<file path="src/rtl/reg_dump_reader.sv">
// Register-file dump engine: walks x0..x(NUM_REGS-1) through one read port
// and streams each value out over a valid/ready interface.
module reg_dump_reader #(
  parameter int NUM_REGS = 32,
  parameter int ADDR_W   = 5,
  parameter int DATA_W   = 32,
  parameter int SKIP_X0  = 0
) (
  input  logic              clk,
  input  logic              reset,
  input  logic              start,
  input  logic              abort,
  output logic [ADDR_W-1:0] rf_addr,
  input  logic [DATA_W-1:0] rf_data,
  output logic              out_valid,
  input  logic              out_ready,
  output logic [DATA_W-1:0] out_data,
  output logic [ADDR_W-1:0] out_index,
  output logic              busy,
  output logic              done
);

  typedef enum logic [1:0] {IDLE, LOAD, SEND, DONE} state_t;

  localparam logic [ADDR_W-1:0] FIRST_IDX = (SKIP_X0 != 0) ? ADDR_W'(1) : '0;
  // Compared against the last index, so NUM_REGS == 2**ADDR_W needs no carry bit.
  localparam logic [ADDR_W-1:0] LAST_IDX  = ADDR_W'(NUM_REGS - 1);

  state_t state, state_next;
  logic   handshake;
  logic   last_beat;

  assign handshake = out_valid && out_ready;
  assign last_beat = (out_index == LAST_IDX);

  // NOTE: sequential state uses non-blocking assignments so every register
  // samples its inputs from before the edge, independent of statement order.
  always_ff @(posedge clk) begin
    if (reset) state <= IDLE;
    else       state <= state_next;
  end

  // NOTE: every output of this block gets a default first; a path that left one
  // unassigned would infer a latch.
  always_comb begin
    state_next = state;
    case (state)
      IDLE: if (start) state_next = LOAD;
      LOAD: state_next = SEND;
      SEND: if (handshake) state_next = last_beat ? DONE : LOAD;
      DONE: state_next = IDLE;
      default: state_next = IDLE;
    endcase
    if (abort) state_next = IDLE;
  end

  always_ff @(posedge clk) begin
    if (reset) begin
      rf_addr   <= '0;
      out_valid <= 1'b0;
      out_data  <= '0;
      out_index <= '0;
    end else if (abort) begin
      rf_addr   <= '0;
      out_valid <= 1'b0;
    end else begin
      case (state)
        IDLE: if (start) rf_addr <= FIRST_IDX;
        LOAD: begin
          // Only point where the register file is sampled; later writes
          // do not disturb the beat being held.
          out_data  <= rf_data;
          out_index <= rf_addr;
          out_valid <= 1'b1;
        end
        SEND: if (handshake) begin
          out_valid <= 1'b0;
          if (!last_beat) rf_addr <= rf_addr + ADDR_W'(1);
        end
        DONE: rf_addr <= '0;
        default: rf_addr <= '0;
      endcase
    end
  end

  assign busy = (state == LOAD) || (state == SEND);
  assign done = (state == DONE);

endmodule

</file>
<file path="config.mk">
export PLATFORM = sky130hd
export DESIGN_NAME = reg_dump_reader
export DESIGN_NICKNAME = d
export VERILOG_FILES = /design/src/rtl/reg_dump_reader.sv
export SDC_FILE = /design/constraint.sdc
export NUM_CORES = 1
export LEC_CHECK = 0
export ABC_AREA = 1
export CELL_PAD_IN_SITES_DETAIL_PLACEMENT = 1
export CELL_PAD_IN_SITES_GLOBAL_PLACEMENT = 2
export CORE_MARGIN = 2
export CORE_UTILIZATION = 21
export DETAILED_ROUTE_END_ITERATION = 8
export PLACE_DENSITY = 0.76
export REMOVE_ABC_BUFFERS = 1
export SYNTH_ARGS = -nofsm -noshare
export SYNTH_HDL_FRONTEND = slang
export SYNTH_SLANG_ARGS = --single-unit
export TNS_END_PERCENT = 50
</file>
<file path="constraint.sdc">
create_clock -name clk -period 1.55 [get_ports clk]
set_input_delay 0.2325 -clock clk [delete_from_list [all_inputs] [get_ports clk]]
set_output_delay 0.2325 -clock clk [all_outputs]
set_load 0.05 [all_outputs]
</file>
; ---- Word-level counts from Yosys, hierarchy flattened
; Index checks and enable logic that the tools add are counted.
[word_totals]
ff_bits = 45
output_inout_bits = 45
inputBits = 37
[op_classes]
eq_ne = 7
addsub = 1
reduce_logical = 10
mux = 10
bitwise_logic = 1
[op_table]
columns = operator, n
row1 = $mux W5, 3
row2 = $pmux W5 S3, 1
row3 = $pmux W2 S4, 1
row4 = $mux W2, 3
row5 = $ne A2 B2 Y1 const B, 3
row6 = $reduce_and A2 Y1, 3
row7 = $add A5 B1 Y5 const B, 1
row8 = $eq A5 B5 Y1 const B, 1
row9 = $eq A2 B2 Y1 const B, 2
row10 = $reduce_and A4 Y1, 1
row11 = $reduce_bool A3 Y1, 1
row12 = $eq A2 B1 Y1 const B, 1
row13 = $logic_not A2 Y1, 1
row14 = $pmux W1 S2, 1
row15 = $reduce_bool A2 Y1, 1
row16 = $reduce_or A2 Y1, 1
row17 = $logic_and A1 B1 Y1, 1
row18 = $logic_or A1 B1 Y1, 1
row19 = $mux W1, 1
row20 = $not A1 Y1, 1

; ---- Depth between registers and ports, before layout
[depth]
depth_word = 4
ltp_mapped = 9

; ---- Least setup slack after synthesis
; OpenSTA, ideal clock, no wires.
[synth_path]
kind = register to register
startpoint = register rf_addr[0]
endpoint = register rf_addr[2]
synth_period_minus_slack_ps = 1463
stages_incl_launch_ff = 8
slack_ps = 87
arrival_ps = 1396
n_path_buf = 0
required_time_ps = 1484
path_cell_list = dfxtp_1 ha_1 inv_1 nand2_1 nand2_1 nor2_1 nand4_1 a21oi_2
[synth_via]
elab_chain_cells = 4
[synth_lines]
columns = item, line
row1 = start: declaration, 13  ; output logic [ADDR_W-1:0] rf_addr,
row2 = start signal: assignment, 78  ; if (!last_beat) rf_addr <= rf_addr + ADDR_W'(1);
row3 = $add A5 B1 Y5, 78
row4 = $mux W5, 78
row5 = $mux W5, 76  ; SEND: if (handshake) begin
row6 = $pmux W5 S3, 67  ; case (state)
; No other way between the ends. The select of a mux whose other input is x is not followed.
; A chain may end at the register's enable or synchronous reset.

; ---- Final worst setup path
[layout_path]
startpoint = register state[0]
endpoint = output busy
[layout_via]
elab_chain_cells = 2
elab_cells_between_ends = 3
cone_classes = eq/ne: 2 / reduce/logical: 1
[layout_lines]
columns = item, line
row1 = start: declaration, 29  ; state_t state, state_next;
row2 = start signal: assignment, 40  ; else state <= state_next;
row3 = $eq A2 B1 Y1 or $eq A2 B2 Y1 (tied branches), 86  ; assign busy = (state == LOAD) || (state == SEND);
row4 = $logic_or A1 B1 Y1 (*), 86
row5 = end: declaration, 19  ; output logic busy,
; Every way passes the cells marked *; elsewhere a longest branch is shown, timed or not.

==> flow_summary.toml <==
[job]
max_cap_viol_count = 0

[floorplan]
ios = 82
num_rows = 33
die_w_um = 96.0
coreArea_um2 = 8220
die_h_um = 96.0
die_area_um2 = 9210
initial_utilization_pct = 21.6

[logic_synthesis]
async_flop_share_pct = 0
synth_flop_cell = "dfxtp_1"
synth.avg_cell_area_um2 = 7.63
synth-edff-count = 0
syn_inst = 233
netlist_area_um2 = 1780
yosysSeqAreaShare_pct = 50.7
ys_ff_latch = 45
synth_cell_type_count = 19
yosysWarnings = 0

[cts]
cts.sinks = 45
clock-root-buffer = "clkbuf_8"
insertion_delay_ps = 300
cts_made_buffers = 5
h-tree-depth = 2
cts.path.max_buffers = 2
cts_tree = "built"
post_cts_buffers = 0
path_clk_slew_ps = 80

[cells_and_area]
nFillCells = 978
areaGrowthSynthToFinish_pct = 60.7
fin_area_um2 = 2860
num-nets-final = 362
diodes = 0
drive_gt1_share_pct = 23.1

[power_and_ir_drop]
finalPower_uw = 2680
p_per_area_nw_per_um2 = 938
vdd_drop_max_mv = 0.339
p_leak_uw = 0.00127

[sta]
fin_crit_sh_pct = 93.8
drv_slew = 0
hold_viol = 0
finClkSkew_ps = 10.5
tightest_slew_ps = 373
clock.fmax_mhz = 688
period_needed_ps = 1450
holdWs_ps = 501
setup_violations = 0
rsz0062_at_grt = "no"
max_slew_margin_pct = 75.1

[route]
vias_per_cell = 4.34
first_pass_iters = 4
wl_um = 5410
drtAntennaViolNets = 0
avgRoutedWirePerCell_um = 12.7
drt_iter0_drc = 32
drc = 0
num_vias = 1849

[setup_path]
start_kind = "flip-flop"
crit_fanout = 4
cpMaxStageDelayCell = "dfxtp_2"
worstSetupEndpointType = "output pin"
cp_cell_sequence = "inv_1, ha_1, buf_12"
crit_required_ps = 1320
crit_arrival_ps = 1220
cp_slowest_stage_delay_ps = 360
path_class = "reg -> out"

[global_route]
grt_max_degree = 38
grt_pass1_vias = 1881
antenna_found_initial = 0
grt.overflow.total = 0
grt.total_usage_pct = 12.3
grt_pass1_wl_um = 8880

[place]
gp_congestion = 0.740
hpwl_um = 3920
port_buffers = 81
post_dp_cell_area_um2 = 2730

[outcome]
status = "complete, no violations"

[hold_path]
hold_path_class = "reg -> reg"
-- routing by layer --
| layer | global-route usage, % | wire (um) | up-vias |
|---|---|---|---|
| li1 | - | - | 921 |
| met1 | 14.4 | 2290 | 877 |
| met2 | 21.7 | 2730 | 46 |
| met3 | 4.15 | 348 | 5 |
| met4 | 2.86 | 50 | 0 |
| met5 | 0 | 0 | - |
-- placed cells by master (no fill, tap or decap), drive strengths merged --
cell / n
bufinv: 1
clkbuf: 6
ha: 5
nand2: 22
nand4: 5
inv: 14
o211ai: 1
clkinvlp: 1
buf: 54
o21ai: 38
a21oi: 13
dfxtp: 45
clkinv: 1
nand3: 4
clkdlybuf4s50: 36
nor2: 75
-- metrics by stage --
step	std cells	worst slack (ps)	TNS, ps	util (%)
3_3_place_gp	418	-36.9	-701	33.2
6_report	426	96.5	0	34.7
5_1_grt	426	14.4	0	34.7
2_1_floorplan	223	-76.1	-2580	-
4_1_cts	426	23.3	0	34.7
3_5_place_dp	418	-65.9	-1310	33.2
-- critical path, delay by kind of cell (launching register included) --
family                     cells  cell delay, ps
adders and majority gates      1             340
DFF                            1             360
buffers and inverters          2             240
-- synthesized netlist by cell type, drive strengths merged, types with 3 or more instances --
cell type   n  share of area, %
nand4       5               1.8
nand3       4               1.8
o21ai      38                11
inv        14               3.0
nor2       75                16
nand2      22               4.9
buf         7               2.0
a21oi      13               3.9
dfxtp      45                51
clkbuf      3              0.63
ha          5               3.5
-- area by class of cell --
type | count | area (um^2) | share of cell area, %
clock inverter | 2 | 37.5 | 1.31
multi-input combinational | 163 | 774 | 27.1
tap | 105 | 131 | 4.60
timing repair buffer | 90 | 866 | 30.3
inverter | 15 | 60.1 | 2.10
clock buffer | 6 | 82.6 | 2.89
sequential | 45 | 903 | 31.6
-- cells by family after synthesis --
family,count (synthesis),synth area share (%)
simple gates,106,24.9
flops,45,50.7
compound gates,52,15.0
fa+ha+maj,5,3.52
buf+inv,25,5.84
-- flip-flops by register name, summed over array words and instances, names as in the netlist --
| name | flops |
|---|---|
| out_index | 5 |
| out_data | 32 |
| out_valid | 1 |
| state | 2 |
| rf_addr | 5 |
-- worst paths after layout --
check | depth (start not counted) | slack, ps | from | end
max | 3 | 100 | state[0] | busy
min reg2reg | 2 | 500 | state[1] | state[1]
max reg2reg | 8 | 150 | state[1] | out_data[9]
min | 2 | 500 | state[1] | state[1]
-- timing repair --
action	4_1_cts	5_1_grt
gates resized for setup	1	4
endpoints found under the setup margin	34	20
cloned	0	0
hold buffers	0	0
-- power by group --
group          internal [uW]  switching, uW
clock network            525            409
logic                    201            307
registers               1210           30.4
No activity file was read; power rests on OpenSTA's default activity.
